File: config.mk
export PLATFORM = sky130hd
export DESIGN_NAME = pci_bus_master
export DESIGN_NICKNAME = d
export VERILOG_FILES = /design/src/rtl/pci_bus_master.sv
export SDC_FILE = /design/constraint.sdc
export NUM_CORES = 1
export LEC_CHECK = 0
export CORE_MARGIN = 4
export CORE_UTILIZATION = 35
export DETAILED_ROUTE_END_ITERATION = 8
export HOLD_SLACK_MARGIN = 0.15
export PLACE_DENSITY = 0.77
export SKIP_LAST_GASP = 1
export SYNTH_ARGS = -nofsm -noshare
export SYNTH_HDL_FRONTEND = slang
export SYNTH_SLANG_ARGS = --single-unit
File: constraint.sdc
create_clock -name clk -period 2.5 [get_ports clk]
set_input_delay 0.625 -clock clk [delete_from_list [all_inputs] [get_ports clk]]
set_output_delay 0.625 -clock clk [all_outputs]
set_load 0.05 [all_outputs]
File: src/rtl/pci_bus_master.sv
// PCI-style bus initiator: requests the bus and runs one address phase plus
// 1..MAX_BURST data phases, then releases the bus through a turnaround cycle.
// All bus control signals are active-low.
module pci_bus_master #(
    parameter int unsigned DATA_W         = 32,
    parameter int unsigned MAX_BURST      = 4,
    parameter int unsigned DEVSEL_TIMEOUT = 5
) (
    input  logic              clk,
    input  logic              rst,
    input  logic              start,
    input  logic [3:0]        cmd,
    input  logic [DATA_W-1:0] addr,
    input  logic [2:0]        num_words,
    input  logic [DATA_W-1:0] wr_data,
    output logic              wr_pop,
    output logic [DATA_W-1:0] rd_data,
    output logic              rd_valid,
    output logic              busy,
    output logic              done,
    output logic              abort,
    output logic              REQ,
    input  logic              GNT,
    input  logic              frame_in,
    input  logic              irdy_in,
    output logic              FRAME_out,
    output logic              IRDY_out,
    output logic              ctl_oe,
    output logic [DATA_W-1:0] AD_out,
    input  logic [DATA_W-1:0] AD_in,
    output logic              ad_oe,
    output logic [3:0]        CBE_out,
    input  logic              TRDY,
    input  logic              DEVSEL
);

    localparam int unsigned CNT_W = $clog2(MAX_BURST + 1);
    localparam int unsigned TMR_W = $clog2(DEVSEL_TIMEOUT + 1);

    typedef enum logic [2:0] {
        S_IDLE,
        S_REQ_WAIT,
        S_ADDR,
        S_DATA,
        S_ABORT,
        S_TURN
    } state_t;

    state_t              state, state_d;
    logic [CNT_W-1:0]    cnt, cnt_d;
    logic [TMR_W-1:0]    timer, timer_d;
    logic                devsel_seen, devsel_seen_d;
    logic                aborted, aborted_d;
    logic [3:0]          cmd_q, cmd_d;
    logic [DATA_W-1:0]   addr_q, addr_d;

    logic                req_d, frame_d, irdy_d, ctl_oe_d, ad_oe_d;
    logic [DATA_W-1:0]   ad_d, rd_data_d;
    logic [3:0]          cbe_d;
    logic                rd_valid_d, busy_d, done_d, abort_d;

    logic                num_ok;
    logic                is_write;
    logic                xfer;

    assign num_ok   = (num_words != 3'd0) && (32'(num_words) <= MAX_BURST);
    assign is_write = cmd_q[0];
    assign xfer     = !IRDY_out && !TRDY && !DEVSEL;

    // State register and registered outputs; reset releases the bus at once.
    always_ff @(posedge clk) begin
        if (rst) begin
            state       <= S_IDLE;
            cnt         <= '0;
            timer       <= '0;
            devsel_seen <= 1'b0;
            aborted     <= 1'b0;
            cmd_q       <= '0;
            addr_q      <= '0;
            REQ         <= 1'b1;
            FRAME_out   <= 1'b1;
            IRDY_out    <= 1'b1;
            ctl_oe      <= 1'b0;
            ad_oe       <= 1'b0;
            AD_out      <= '0;
            CBE_out     <= 4'hF;
            rd_data     <= '0;
            rd_valid    <= 1'b0;
            busy        <= 1'b0;
            done        <= 1'b0;
            abort       <= 1'b0;
        end else begin
            state       <= state_d;
            cnt         <= cnt_d;
            timer       <= timer_d;
            devsel_seen <= devsel_seen_d;
            aborted     <= aborted_d;
            cmd_q       <= cmd_d;
            addr_q      <= addr_d;
            REQ         <= req_d;
            FRAME_out   <= frame_d;
            IRDY_out    <= irdy_d;
            ctl_oe      <= ctl_oe_d;
            ad_oe       <= ad_oe_d;
            AD_out      <= ad_d;
            CBE_out     <= cbe_d;
            rd_data     <= rd_data_d;
            rd_valid    <= rd_valid_d;
            busy        <= busy_d;
            done        <= done_d;
            abort       <= abort_d;
        end
    end

    // Next-state and next-output logic; everything holds unless changed below.
    always_comb begin
        state_d       = state;
        cnt_d         = cnt;
        timer_d       = timer;
        devsel_seen_d = devsel_seen;
        aborted_d     = aborted;
        cmd_d         = cmd_q;
        addr_d        = addr_q;
        req_d         = REQ;
        frame_d       = FRAME_out;
        irdy_d        = IRDY_out;
        ctl_oe_d      = ctl_oe;
        ad_oe_d       = ad_oe;
        ad_d          = AD_out;
        cbe_d         = CBE_out;
        rd_data_d     = rd_data;
        rd_valid_d    = 1'b0;
        busy_d        = busy;
        done_d        = 1'b0;
        abort_d       = 1'b0;
        wr_pop        = 1'b0;

        case (state)
            S_IDLE: begin
                if (start && num_ok) begin
                    cmd_d     = cmd;
                    addr_d    = addr;
                    cnt_d     = CNT_W'(num_words);
                    aborted_d = 1'b0;
                    req_d     = 1'b0;
                    busy_d    = 1'b1;
                    state_d   = S_REQ_WAIT;
                end
            end

            // Only a grant on an idle bus starts the address phase.
            S_REQ_WAIT: begin
                if (!GNT && frame_in && irdy_in) begin
                    frame_d  = 1'b0;
                    ctl_oe_d = 1'b1;
                    ad_oe_d  = 1'b1;
                    ad_d     = addr_q;
                    cbe_d    = cmd_q;
                    req_d    = 1'b1;
                    state_d  = S_ADDR;
                end
            end

            S_ADDR: begin
                irdy_d        = 1'b0;
                cbe_d         = 4'h0;
                timer_d       = '0;
                devsel_seen_d = 1'b0;
                if (is_write) begin
                    ad_d   = wr_data;
                    wr_pop = 1'b1;
                end else begin
                    ad_oe_d = 1'b0;
                end
                if (cnt == CNT_W'(1)) begin
                    frame_d = 1'b1;
                end
                state_d = S_DATA;
            end

            S_DATA: begin
                if (!DEVSEL) begin
                    devsel_seen_d = 1'b1;
                end
                if (xfer) begin
                    cnt_d = cnt - CNT_W'(1);
                    if (!is_write) begin
                        rd_data_d  = AD_in;
                        rd_valid_d = 1'b1;
                    end else if (cnt > CNT_W'(1)) begin
                        ad_d   = wr_data;
                        wr_pop = 1'b1;
                    end
                    if (cnt == CNT_W'(2)) begin
                        frame_d = 1'b1;
                    end
                    if (FRAME_out) begin
                        irdy_d  = 1'b1;
                        state_d = S_TURN;
                    end
                end else if (DEVSEL && !devsel_seen) begin
                    timer_d = timer + TMR_W'(1);
                    if (timer_d == TMR_W'(DEVSEL_TIMEOUT)) begin
                        frame_d = 1'b1;
                        state_d = S_ABORT;
                    end
                end
            end

            // Master abort: drop IRDY one cycle after FRAME, flag for the done pulse.
            S_ABORT: begin
                irdy_d    = 1'b1;
                aborted_d = 1'b1;
                state_d   = S_TURN;
            end

            S_TURN: begin
                ctl_oe_d = 1'b0;
                ad_oe_d  = 1'b0;
                cbe_d    = 4'hF;
                busy_d   = 1'b0;
                done_d   = 1'b1;
                abort_d  = aborted;
                state_d  = S_IDLE;
            end

            default: begin
                state_d = S_IDLE;
            end
        endcase
    end

endmodule

==> flow_summary.yaml <==
synthesis:
  synth_cells: 634
  netlist_area_um2: 5246
  ys_types: 45
  seq_area_frac_synth_pct: 47.32
  synth_edf_count: 0
  synth_seq_cells: 124
  ys_async_sr_fraction_pct: 0
  synth.largest_area_cell: "dfxtp_1"
  yosysWarningCount: 0
  synth_area_leaders: "dfxtp_1 47%, nand2_1 15%, a21oi_1 11%, a311oi_2 8.6%, clkbuf_1 2.3%"
  synth_top_area_share_pct: 47.32
  synthesis.nets: 750
  synth_ff_type: "dfxtp_1"
  syn_area_per_cell_um2: 8.275
critical_path:
  max_stage_delay_ps: 340
  path_max_fanout: 3
  crit_buf_inv: 2
  cp.arrival_ps: 1790
  path_cells: "inv_1, ha_1, o21ba_2, o21ai_2, a211oi_4, buf_12"
  end_kind: "output pin"
  cp.required_ps: 1880
  path_class: "register to output pin"
  path_delay_family: "compound AO/OA/AOI/OAI gates"
  cp_slowest_cell: "dfxtp_2"
  r2r_setup_slack_ps: 580
  critPathLaunchType: "register"
floorplan:
  boundaryPins: 189
  die_w_um: 130.4
  start_util_pct: 35.96
  num_rows: 44
  dieArea_um2: 17010
  dieHeight_um: 130.4
  core_area_um2: 14590
finish:
  drive_above_1_share_pct: 10.96
  diodes: 0
  instances_no_fill: 1005
  synthToLayoutAreaGrowth_pct: 52.78
  num-nets-final: 925
pwr:
  p_int_w: 0.004090
  combPwrFrac_pct: 12.9
  swShare_pct: 24.11
  peakVddDrop_mv: 0.4359
  powerDensity_nw_per_um2: 672.4
  leakage_nw: 2.711
  power_switching_w: 0.001299
  p_seq_share_pct: 39.0
  clockPowerShare_pct: 48.1
timing:
  rsz0062_at_grt: "false"
  tightestPinTransition_ps: 550.2
  max_slew_margin_pct: 63.21
  fmax_mhz: 414.6
  setup_ws_ps: 88.23
  drv_slew: 0
  setup_viol: 0
  finalCriticalPeriod_ps: 2412
  min_period_over_period_pct: 96.47
  hold_viol_final: 0
  fin_skew_ps: 12.12
clock_network:
  cts_tree: "done"
  clk_pin_slew_ps: 50
  cts_root_buf: "clkbuf_16"
  cts_buffers: 17
  htreeDepth: 4
  clkLatencyLatePin_ps: 410
  holdBufCountCts: 0
  clock-sinks: 124
  cts_max_path_buffers: 2
global_route:
  grt_pass1_vias: 5100
  grt-ovfl-total: 0
  grtUsageTotal_pct: 18.50
  antenna_found_initial: 0
  grt_max_degree: 81
  grt_pass1_wl_um: 25130
detailed_routing:
  drtIter0Drc: 297
  wl_per_cell_um: 15.66
  firstDrtPassIters: 4
  ant_nets: 0
  avgViaCountPerCell: 5.076
  vias: 5101
  drt_wl_total_um: 15740
  drcViolationCount: 0
placed_design:
  portBuffers: 188
  place_ws_ps: -67.21
  place_hpwl_um: 10680
  gp_congestion: 0.7793
  dp_cells: 973
status:
  run_status: "finished clean"
worst_hold_path:
  hp-class: "register to register"
run:
  cap_viol_max_count: 0
[cell type report]
type | count | area [um^2]
clock buffer | 20 | 456.7
sequential | 124 | 2485
multi-input combinational | 449 | 2521
tap | 184 | 230.2
fill | 1319 | 6574
clock inverter | 11 | 166.4
timing repair buffer | 204 | 2107
inverter | 13 | 48.80
[flip-flops by register name (all words and copies together), names as in the netlist, 3 cells and up]
signal,flops
AD_out,32
addr_q,32
rd_data,32
CBE_out,4
cmd_q,4
cnt,3
state,3
timer,3
[worst min-delay path, cell delays in order (launching register included)]
cell and delay, ps:
dfxtp_1 300, nand2_1 50, a21oi_1 50
[per-stage QoR]
stage | hold slack (ps) | power [W] | TNS (ps) | utilization (%) | instance area, um^2
2_1_floorplan | 429.8 | 0.002509 | 0 | - | 5264
3_3_place_gp | 440.4 | 0.002831 | 0 | 50.59 | 7381
3_5_place_dp | 446.5 | 0.002840 | -67.21 | 50.59 | 7381
4_1_cts | 453.5 | 0.005454 | 0 | 54.93 | 8014
5_1_grt | 468.8 | 0.005588 | 0 | 54.94 | 8015
6_report | 451.5 | 0.005390 | 0 | 54.94 | 8015
[per-layer routing]
metal  vias up  share of wire (%)  global-route usage, %
met3        10                8.0                  6.585
met2       164                 48                  30.39
met4         0               0.88                  5.566
li1       2540                  -                      -
met5         -                  0                      0
met1      2387                 43                  22.95
[layout by cell type (no fill, tap or decap), drive strengths merged, types with 3 or more instances in the layout]
cell type      instances
nand2                210
clkdlybuf4s50        184
dfxtp                124
a21oi                116
a311oi                33
clkbuf                20
buf                   18
inv                   14
o21ai                 14
nor3                  11
nor2                   8
nand3b                 6
ha                     5
bufinv                 4
nand2b                 3
and3b                  3
or3                    3
nand3                  3
clkinvlp               3
clkinv                 3
nor2b                  3
[cells by family (layout without fill, tap and decap cells)]
| family | count (synthesis) | count (layout) | synth area share (%) |
|---|---|---|---|
| compound gates | 186 | 186 | 25.33 |
| fa+ha+maj | 5 | 5 | 1.192 |
| simple gates | 256 | 256 | 20.58 |
| mux | 1 | 1 | 0.1908 |
| xor+xnor | 1 | 1 | 0.1670 |
| flops | 124 | 124 | 47.32 |
| buf+inv | 61 | 248 | 5.223 |
[synthesized netlist by cell type, drive strengths merged, types with 2 or more instances]
master and number:
nor2 8, o21ai 14, nand3b 6, buf 16
nand2b 3, o221ai 2, a21oi 116, a311oi 33
a22o 2, nor3 11, a211oi 2, nand3 3
dfxtp 124, and2 2, nand2 210, or3 3
a211o 2, a31oi 2, o211ai 2, and3b 3
inv 13, o31ai 2, ha 5, nor2b 3
clkbuf 32
[path summary, 6_finish.rpt]
| check | start | endpoint | depth (start not counted) |
|---|---|---|---|
| hold reg to reg | rd_data[28] | rd_data[28] | 2 |
| setup reg to reg | cnt[1] | AD_out[21] | 7 |
| hold / removal | rd_data[28] | rd_data[28] | 2 |
| setup / recovery | cnt[1] | wr_pop | 6 |
[power groups by stage]
stage	registers [W]	clock network (W)	logic (W)
2_1_floorplan	0.00224	0	0.000265
3_3_place_gp	0.00214	0	0.000690
3_5_place_dp	0.00214	0	0.000697
4_1_cts	0.00210	0.00265	0.000701
5_1_grt	0.00211	0.00273	0.000749
6_report	0.00210	0.00259	0.000696
[timing repair]
| item | 4_1_cts | 5_1_grt |
|---|---|---|
| endpoints found under the setup margin | 1 | 1 |
| pin swaps | 2 | 1 |
| buffers inserted | 1 | 0 |
| resized for setup | 5 | 1 |
Note: power is estimated with default switching activity, not from simulation.
